## src/rtl/link_pkg.sv

```systemverilog
// Shared types for the FTDI link arbiter: byte type, client-id type and default response length.
package link_pkg;

    localparam int unsigned NCLI_MAX    = 4;
    localparam int unsigned CID_W       = $clog2(NCLI_MAX);
    localparam int unsigned RSP_LEN_DEF = 8;

    typedef logic [7:0]       byte_t;
    typedef logic [CID_W-1:0] cid_t;

endpackage

```

## src/rtl/link_tag_fifo.sv

```systemverilog
// Synchronous FIFO of client IDs; records grant order so responses return to the right client.
module link_tag_fifo
    import link_pkg::*;
#(
    parameter int unsigned TAG_DEPTH = 4
) (
    input  logic                        clk,
    input  logic                        rst_n,
    input  logic                        push,
    input  logic                        pop,
    input  cid_t                        din,
    output cid_t                        dout,
    output logic                        full,
    output logic                        empty,
    output logic [$clog2(TAG_DEPTH):0]  count
);

    localparam int unsigned AW = $clog2(TAG_DEPTH);
    localparam int unsigned CW = AW + 1;

    cid_t          mem_q [TAG_DEPTH];
    logic [AW-1:0] wr_ptr_q;
    logic [AW-1:0] rd_ptr_q;
    logic [CW-1:0] count_q;

    always_ff @(posedge clk) begin
        if (push) begin
            mem_q[wr_ptr_q] <= din;
        end
    end

    // Pointers wrap naturally because the depth is a power of two
    always_ff @(posedge clk or negedge rst_n) begin
        if (!rst_n) begin
            wr_ptr_q <= '0;
            rd_ptr_q <= '0;
            count_q  <= '0;
        end else begin
            if (push) begin
                wr_ptr_q <= wr_ptr_q + AW'(1);
            end
            if (pop) begin
                rd_ptr_q <= rd_ptr_q + AW'(1);
            end
            count_q <= count_q + CW'(push) - CW'(pop);
        end
    end

    assign dout  = mem_q[rd_ptr_q];
    assign full  = (count_q == CW'(TAG_DEPTH));
    assign empty = (count_q == '0);
    assign count = count_q;

endmodule

```

## src/rtl/ftdi_link_arb.sv

```systemverilog
// Shares one FTDI cmd/res FIFO pair between NCLI clients: packet-level round-robin on requests,
// in-order routing of fixed-length responses using a FIFO of grant IDs.
module ftdi_link_arb
    import link_pkg::*;
#(
    parameter int unsigned NCLI      = 2,
    parameter int unsigned RSP_LEN   = RSP_LEN_DEF,
    parameter int unsigned TAG_DEPTH = 4
) (
    input  logic                        clk,
    input  logic                        rst_n,
    input  logic [NCLI-1:0]             req_valid,
    input  logic [NCLI*8-1:0]           req_data,
    input  logic [NCLI-1:0]             req_last,
    output logic [NCLI-1:0]             req_ready,
    output logic [NCLI-1:0]             rsp_valid,
    output byte_t                       rsp_data,
    output logic                        rsp_last,
    input  logic                        cmd_almost_full,
    output logic                        cmd_wr_en,
    output byte_t                       cmd_din,
    input  logic                        res_almost_empty,
    output logic                        res_rd_en,
    input  byte_t                       res_dout,
    output logic [$clog2(TAG_DEPTH):0]  outstanding,
    output logic                        busy
);

    localparam int unsigned RCW = $clog2(RSP_LEN + 1);

    typedef enum logic { S_IDLE, S_XFER } req_state_e;
    typedef enum logic { R_IDLE, R_READ } rsp_state_e;

    req_state_e             req_state_q, req_state_d;
    cid_t                   grant_q, grant_d;
    cid_t                   rr_q, rr_d;
    logic                   cmd_wr_en_q, cmd_wr_en_d;
    byte_t                  cmd_din_q, cmd_din_d;
    rsp_state_e             rsp_state_q, rsp_state_d;
    logic [RCW-1:0]         remain_q, remain_d;
    logic [NCLI-1:0]        rsp_valid_q, rsp_valid_d;
    logic                   rsp_last_q, rsp_last_d;

    logic                   pick_vld;
    cid_t                   pick;
    logic                   sel_valid;
    logic                   sel_last;
    byte_t                  sel_data;
    logic                   tag_push;
    logic                   tag_pop;
    cid_t                   tag_head;
    logic                   tag_full;
    logic                   tag_empty;
    logic [$clog2(TAG_DEPTH):0] tag_count;
    logic                   rd_en_c;

    link_tag_fifo #(.TAG_DEPTH(TAG_DEPTH)) u_tag_fifo (
        .clk   (clk),
        .rst_n (rst_n),
        .push  (tag_push),
        .pop   (tag_pop),
        .din   (grant_q),
        .dout  (tag_head),
        .full  (tag_full),
        .empty (tag_empty),
        .count (tag_count)
    );

    // First valid client at or after the round-robin pointer
    always_comb begin
        pick_vld = 1'b0;
        pick     = '0;
        for (int k = 0; k < int'(NCLI); k++) begin
            for (int i = 0; i < int'(NCLI); i++) begin
                if (!pick_vld && req_valid[i] && (32'(i) == (32'(rr_q) + 32'(k)) % NCLI)) begin
                    pick_vld = 1'b1;
                    pick     = cid_t'(i);
                end
            end
        end
    end

    always_comb begin
        sel_valid = 1'b0;
        sel_last  = 1'b0;
        sel_data  = '0;
        for (int i = 0; i < int'(NCLI); i++) begin
            if (grant_q == cid_t'(i)) begin
                sel_valid = req_valid[i];
                sel_last  = req_last[i];
                sel_data  = req_data[8*i +: 8];
            end
        end
    end

    // Request FSM: grant one client per packet and forward its bytes to the cmd FIFO
    always_comb begin
        req_state_d = req_state_q;
        grant_d     = grant_q;
        rr_d        = rr_q;
        cmd_wr_en_d = 1'b0;
        cmd_din_d   = cmd_din_q;
        req_ready   = '0;
        tag_push    = 1'b0;
        case (req_state_q)
            S_IDLE: begin
                if (pick_vld && !tag_full) begin
                    req_state_d = S_XFER;
                    grant_d     = pick;
                    rr_d        = cid_t'((32'(pick) + 32'd1) % NCLI);
                end
            end
            S_XFER: begin
                for (int i = 0; i < int'(NCLI); i++) begin
                    req_ready[i] = (grant_q == cid_t'(i)) && !cmd_almost_full;
                end
                if (sel_valid && !cmd_almost_full) begin
                    cmd_wr_en_d = 1'b1;
                    cmd_din_d   = sel_data;
                    if (sel_last) begin
                        tag_push    = 1'b1;
                        req_state_d = S_IDLE;
                    end
                end
            end
            default: req_state_d = S_IDLE;
        endcase
    end

    // Response FSM: read RSP_LEN bytes for the head tag, pop it on the last delivered byte
    always_comb begin
        rsp_state_d = rsp_state_q;
        remain_d    = remain_q;
        rsp_valid_d = '0;
        rsp_last_d  = 1'b0;
        rd_en_c     = 1'b0;
        tag_pop     = 1'b0;
        case (rsp_state_q)
            R_IDLE: begin
                if (!tag_empty) begin
                    rsp_state_d = R_READ;
                    remain_d    = RCW'(RSP_LEN);
                end
            end
            R_READ: begin
                if ((remain_q != '0) && !res_almost_empty) begin
                    rd_en_c    = 1'b1;
                    remain_d   = remain_q - RCW'(1);
                    rsp_last_d = (remain_q == RCW'(1));
                    for (int i = 0; i < int'(NCLI); i++) begin
                        rsp_valid_d[i] = (tag_head == cid_t'(i));
                    end
                end
                if (rsp_last_q) begin
                    tag_pop     = 1'b1;
                    rsp_state_d = R_IDLE;
                end
            end
            default: rsp_state_d = R_IDLE;
        endcase
    end

    always_ff @(posedge clk or negedge rst_n) begin
        if (!rst_n) begin
            req_state_q <= S_IDLE;
            grant_q     <= '0;
            rr_q        <= '0;
            cmd_wr_en_q <= 1'b0;
            cmd_din_q   <= '0;
            rsp_state_q <= R_IDLE;
            remain_q    <= '0;
            rsp_valid_q <= '0;
            rsp_last_q  <= 1'b0;
        end else begin
            req_state_q <= req_state_d;
            grant_q     <= grant_d;
            rr_q        <= rr_d;
            cmd_wr_en_q <= cmd_wr_en_d;
            cmd_din_q   <= cmd_din_d;
            rsp_state_q <= rsp_state_d;
            remain_q    <= remain_d;
            rsp_valid_q <= rsp_valid_d;
            rsp_last_q  <= rsp_last_d;
        end
    end

    // res_dout is valid the cycle after a read, which is exactly when rsp_valid_q is high
    assign rsp_data    = (|rsp_valid_q) ? res_dout : '0;
    assign rsp_valid   = rsp_valid_q;
    assign rsp_last    = rsp_last_q;
    assign cmd_wr_en   = cmd_wr_en_q;
    assign cmd_din     = cmd_din_q;
    assign res_rd_en   = rd_en_c;
    assign outstanding = tag_count;
    assign busy        = (req_state_q == S_XFER) || (tag_count != '0);

endmodule

```

## config.mk

```make
export PLATFORM = sky130hd
export DESIGN_NAME = ftdi_link_arb
export DESIGN_NICKNAME = d
export VERILOG_FILES = /design/src/rtl/link_pkg.sv /design/src/rtl/link_tag_fifo.sv /design/src/rtl/ftdi_link_arb.sv
export SDC_FILE = /design/constraint.sdc
export NUM_CORES = 1
export LEC_CHECK = 0
export ABC_AREA = 1
export BUFFER_PORTS_ARGS = -buffer_cell sky130_fd_sc_hd__clkbuf_2
export CAP_MARGIN = 10
export CELL_PAD_IN_SITES_DETAIL_PLACEMENT = 1
export CELL_PAD_IN_SITES_GLOBAL_PLACEMENT = 1
export CORE_MARGIN = 3
export CORE_UTILIZATION = 36
export DETAILED_ROUTE_END_ITERATION = 7
export GPL_TIMING_DRIVEN = 0
export PLACE_DENSITY_LB_ADDON = 0.1
export SYNTH_ARGS = -nofsm -noshare
export SYNTH_HDL_FRONTEND = slang
export SYNTH_HIERARCHICAL = 1
export SYNTH_SLANG_ARGS = --single-unit
```

## constraint.sdc

```tcl
create_clock -name clk -period 2.7 [get_ports clk]
set_clock_uncertainty 0.15 [all_clocks]
set_input_delay 0.135 -clock clk [delete_from_list [all_inputs] [get_ports clk]]
set_output_delay 0.135 -clock clk [all_outputs]
set_load 0.01 [all_outputs]
```

### Word-level counts from Yosys, hierarchy flattened

Memories as Yosys holds them, arrays and structs flattened.
Index checks and enable logic that the tools add are counted.

| word-level totals | value |
|---|---|
| register bits | 28 |
| RAM bits | 8 |
| input port bits | 32 |
| output and inout bits | 27 |
| logic and storage cells | 98 |
| memories kept | 1 |

| cells by class | value |
|---|---|
| add/subtract/negate cells | 7 |
| equal/unequal tests | 6 |
| muxes and demuxes | 40 |
| bitwise gates (word level) | 2 |
| reductions and logical operators | 30 |

Memory list:

| memory | words | bits a word | rd ports | clocked after Yosys merged registers in | wr ports | RTL line | RTL |
|---|---|---|---|---|---|---|---|
| u_tag_fifo.mem_q | 4 | 2 | 1 | 0 | 1 | link_tag_fifo.sv:21 | `cid_t mem_q [TAG_DEPTH];` |

Operators with widths:

| kind | number |
|---|---|
| $logic_not 32->1 | 2 |
| $mux 1 | 29 |
| $mux 8 | 3 |
| $logic_and 1x1->1 | 12 |
| $mux 4 | 2 |
| $pmux 4 s2 | 1 |
| $logic_not 1->1 | 6 |
| $mux 2 | 3 |
| $reduce_and 2->1 | 3 |
| $add 2x1->2 const B | 2 |
| $eq 2x1->1 const B | 2 |
| $eq 4x1->1 const B | 1 |
| $logic_not 2->1 | 2 |
| $pmux 1 s2 | 2 |
| $reduce_bool 4->1 | 1 |
| $sub 4x1->4 const B | 1 |
| $add 3x1->3 | 1 |
| $eq 3x3->1 const B | 1 |
| $logic_not 3->1 | 1 |
| $reduce_bool 3->1 | 1 |
| $sub 3x1->3 | 1 |
| $add 1x1->1 const B | 2 |
| $ne 2x1->1 const B | 1 |
| $ne 2x2->1 const B | 1 |
| 3 further kinds | 4 |

### Longest topological paths before layout

| depth | value |
|---|---|
| depth in word-level cells | 18 |
| gate-level depth with buffers | 13 |
| mapped depth without buffers | 12 |

### Hierarchy

Netlist, hierarchy kept.

Modules (own cells, without submodules):

| module | instances | cells each | area an instance (um2) | sequential area each (um2) |
|---|---|---|---|---|
| ftdi_link_arb | 1 | 153 | 1,091.0 | 500.5 |
| link_tag_fifo | 1 | 77 | 749.5 | 415.4 |

### Worst setup path before layout

No wires, ideal clock.

| path | value |
|---|---|
| kind | reg-to-reg |
| from | reg grant_q[0] |
| to | reg u_tag_fifo.count_q[1], in the netlist u_tag_fifo/count[1] |
| setup time | 0.135 ns |
| arrival | 1.844 ns |
| data required time | 2.415 ns |
| path slack | 0.571 ns |
| stages on the path, launching flop included | 8 |
| buffers on the path | 0 |
| period minus slack after synthesis | 2.129 ns |
| path through | dfrtp_1 -> inv_1 -> nand2_1 -> a21oi_4 -> nand2_1 -> nor2_1 -> ha_1 -> fa_1 |

| between the ends | value |
|---|---|
| word-level cells in the longest chain between the ends | 8 |
| elaborated cells on any way between the ends | 12 |
| classes of those cells | add/sub: 2; eq/ne: 1; mux: 7; reduce/logical: 2 |

RTL lines:

| what | RTL line | RTL |
|---|---|---|
| start: declaration | ftdi_link_arb.sv:35 | `cid_t grant_q, grant_d;` |
| start signal: assignment | ftdi_link_arb.sv:176 | `grant_q <= grant_d;` |
| $logic_not 2->1 | ftdi_link_arb.sv:88 | `if (grant_q == cid_t'(i)) begin` |
| $mux 1 (2 in series) | ftdi_link_arb.sv:88 |  |
| $mux 1 / $logic_and 1x1->1 (equally long branches) | ftdi_link_arb.sv:120, ftdi_link_arb.sv:117 |  |
| $mux 1 (*) | ftdi_link_arb.sv:117 | `if (sel_valid && !cmd_almost_full) begin` |
| $mux 1 (*) | ftdi_link_arb.sv:105 | `case (req_state_q)` |
| net tag_push | ftdi_link_arb.sv:49 | `logic tag_push;` |
| $add 3x1->3 (*) | link_tag_fifo.sv:45 | `count_q <= count_q + CW'(push) - CW'(pop);` |
| $sub 3x1->3 (*) | link_tag_fifo.sv:45 |  |
| end signal: assignment | link_tag_fifo.sv:45 |  |
| end: declaration | link_tag_fifo.sv:24 | `logic [CW-1:0] count_q;` |

Mark *: on every way through the listed nets, which the timed path passes. The rest lies on a longest branch.
A chain may end at the register's enable or synchronous reset.

### Worst setup path after layout

| path | value |
|---|---|
| from | reg grant_q[0] |
| to | reg u_tag_fifo.count_q[2], in the netlist u_tag_fifo/count[2] |

Same word-level chain as after synthesis.

==> impl_metrics.csv <==
group,metric,value,unit
layout,drive_above_1_share,27.0,%
route,via_per_inst,4.44,
clocking,numCtsBuffers,5,
critical_path,cpMostUsedCell,"nand2_1",
placement,routabilityCongestion,0.757,
grt,busiest_layer,"met2",
power_and_ir_drop,power_density,1020,nW/um2
layout,area_growth_syn_to_layout,27.5,%
critical_path,crit_required,2.72,ns
synthesis,syn_avg_cell_area,8.00,um2
layout,regArea,916,um2
critical_path,critPathSlowestCell,"dfrtp_1",
timing,whs,0.0207,ns
clocking,ctsLongestPathBuffers,2,
floorplanning,die_area,6010,um2
outcome,status,"completed",
route,dr_total_vias,1631,
clocking,cts_root_buffer,"clkbuf_8",
critical_path,crit_fanout,10,
route,routedWlPerCell,11.6,um
critical_path,crit_path_cell_trace,"inv_1 -> nand2_1 -> a21oi_4 -> nand2_1 -> nor2_2 -> ha_1 -> fa_1 -> inv_1 -> nand2_1 -> nand2_1 -> nand2_1 -> nand2_1",
critical_path,end_kind,"register",
layout,finish.utilization,48.7,%
floorplanning,initial_core_util,38.2,%
timing,max-slew-margin-rel,54.1,%
power_and_ir_drop,vdd_ir_drop_max,0.346,mV
grt,grt_pass1_vias,1705,
synthesis,ys_types,22,
layout,mostFrequentLayoutCells,"81 x nand2_1, 58 x clkbuf_2, 33 x inv_1",
clocking,cts_tree,"yes",
route,dr.pass1.iters,4,
synthesis,synth_top_area_cell,"dfrtp_1",
job,max_cap_violations,0,
floorplanning,die_w,77.5,um
synthesis,netlist_instances,230,
timing,max_freq,416,MHz
timing,tns,0,ns
clocking,cts.clk_slew.worst_paths,0.07,ns
clocking,ctsHtreeMaxLevel,2,
synthesis,yosys_warnings,6,
placement,pre_cts_slack,0.130,ns
timing,finalSetupViolations,0,
timing,rsz0062_at_grt,"no",
timing,final.setup.worst_slack,0.294,ns
route,ant_nets,0,
grt,grt-ovfl-total,0,
critical_path,startpoint_type,"register",
layout,multiInputGateArea,758,um2
clocking,cts.sinks,35,
layout,nNetsFinal,341,
critical_path,crit_type,"reg2reg",
floorplanning,dieHeight,77.5,um
layout,diodes,0,
placement,hpwl,3.39,mm
floorplanning,io-pin-count,59,
route,drtIter0Drc,44,
critical_path,critPathArrivalTime,2.43,ns
grt,track_usage,16.1,%
timing,finalCritPeriodShare,89.1,%
power_and_ir_drop,power.leakage,1.38,nW
floorplanning,coreArea,4820,um2
layout,num-fill-cells,646,
route,drc_errors,0,
timing,hold_viol_final,0,
layout,final_common_cell,"nand2_1",
grt,antenna_found_initial,0,
placement,portBuffers,58,
grt,grt_pass1_wl,7.73,mm
route,drt_wl_total,4.26,mm
timing,slew_violations,0,
synthesis,yosysSeqAreaShare,49.8,%
hold_path,hold_path.class,"in2reg",
floorplanning,rows,25,
synthesis,synth_top_area_share,36.7,%
critical_path,cpPeakStageDelay,0.46,ns
grt,use_met1,18.7,%
synthesis,ys_ff_latch,35,
clocking,worstSkewPairLatency,0.28,ns
grt,use_met3,4.52,%
grt,grt_max_degree,28,
timing,worstMarginPinSlew,0.689,ns
synthesis,synth_area,1840,um2
synthesis,ys_top_cells_by_area,"dfrtp_1 37%, nand2_1 17%, edfxtp_1 13%, inv_1 6.7%, ha_1 6.1%",
timing,final.min_clock_period,2.41,ns
grt,use_met2,28.2,%
[final timing paths]
kind                                            endpoint  cells after the start  slack (ns)                   start
max                        u_tag_fifo/count[2]$_DFF_PN0_                     12        0.29  grant_q[0]$_DFFE_PN0P_
min                               cmd_din[5]$_DFFE_PN0P_                      5        0.02             req_data[5]
max reg2reg                u_tag_fifo/count[2]$_DFF_PN0_                     12        0.29  grant_q[0]$_DFFE_PN0P_
min reg2reg                       cmd_din[4]$_DFFE_PN0P_                      2        0.32  cmd_din[4]$_DFFE_PN0P_
max in group asynchronous  u_tag_fifo/count[0]$_DFF_PN0_                      2        1.68                   rst_n
min in group asynchronous         rsp_valid[1]$_DFF_PN0_                      2        0.28                   rst_n
[flip-flops by register name (all words and copies together), names as in the netlist]
signal / flops
rr_q: 1
u_tag_fifo/wr_ptr_q: 2
cmd_wr_en: 1
rsp_last: 1
rsp_valid: 2
u_tag_fifo/rd_ptr_q: 2
rsp_state_q: 1
grant_q: 1
req_state_q: 1
u_tag_fifo/count: 3
remain_q: 4
u_tag_fifo/mem_q: 8
cmd_din: 8
[metrics by stage]
stage	cells	area, um2	total power [W]
global route	367	2350	0.00268
finish	367	2350	0.00240
CTS	367	2340	0.00245
detailed placement	358	2230	0.00198
global placement	358	2230	0.00193
floorplan	233	1850	0.00159
[routing by layer]
metal / up-vias / routed length, um
met5: - / 0
met3: 7 / 203
met2: 36 / 2090
met4: 0 / 59
met1: 759 / 1910
li1: 829 / -
[final cells by class]
type / instances / area share [%]
Sequential cell: 35 / 39.0
Multi-Input combinational cell: 153 / 32.3
Timing Repair Buffer: 59 / 12.8
Inverter: 41 / 6.56
Tap cell: 67 / 3.57
Clock buffer: 5 / 2.93
Clock inverter: 3 / 1.65
Buffer: 4 / 1.12
[logic make-up after synthesis]
family | after synthesis | share of synthesized area, %
AO/OA/AOI/OAI | 10 | 3.33
other | 1 | 0.204
buffers and inverters | 45 | 9.79
XOR/XNOR | 4 | 1.90
adder cells (fa/ha/maj) | 10 | 7.21
AND/OR/NAND/NOR | 125 | 27.8
flip-flops | 35 | 49.8
[power breakdown]
part | internal [W] | total (W) | switching [W]
clock network | 0.000270 | 0.000452 | 0.000182
logic | 0.000397 | 0.00106 | 0.000659
registers | 0.000738 | 0.000894 | 0.000157
total | 0.00140 | 0.00240 | 0.000997
[synth_stat cells]
master and instances:
o21ai_1 6, a21oi_4 1, nor2_1 17, xnor2_1 1
nor3_1 6, dfrtp_1 27, or2_1 1, a21oi_1 2
buf_6 1, nand3_1 18, ha_1 9, nand2_2 1
edfxtp_1 8, nand2_4 1, conb_1 1, xor2_1 3
o21ai_0 1, buf_2 3, nand2_1 81, fa_1 1
inv_1 33, inv_2 8
[worst max-delay path, delay by kind of cell (launching register included)]
family,cells,cell delay [ns]
and+or+nand+nor,7,0.77
DFF,1,0.46
adders and majority gates,2,0.44
AOI/OAI and AO/OA,1,0.31
buffers and inverters,2,0.14
[what timing repair did]
action                                 CTS  global route
gates resized for setup                  0             1
buffers inserted                         0             0
endpoints found under the hold margin   27             0
hold buffers                             1             0
setup endpoints to repair                0             2
(Power assumes the default switching activity.)
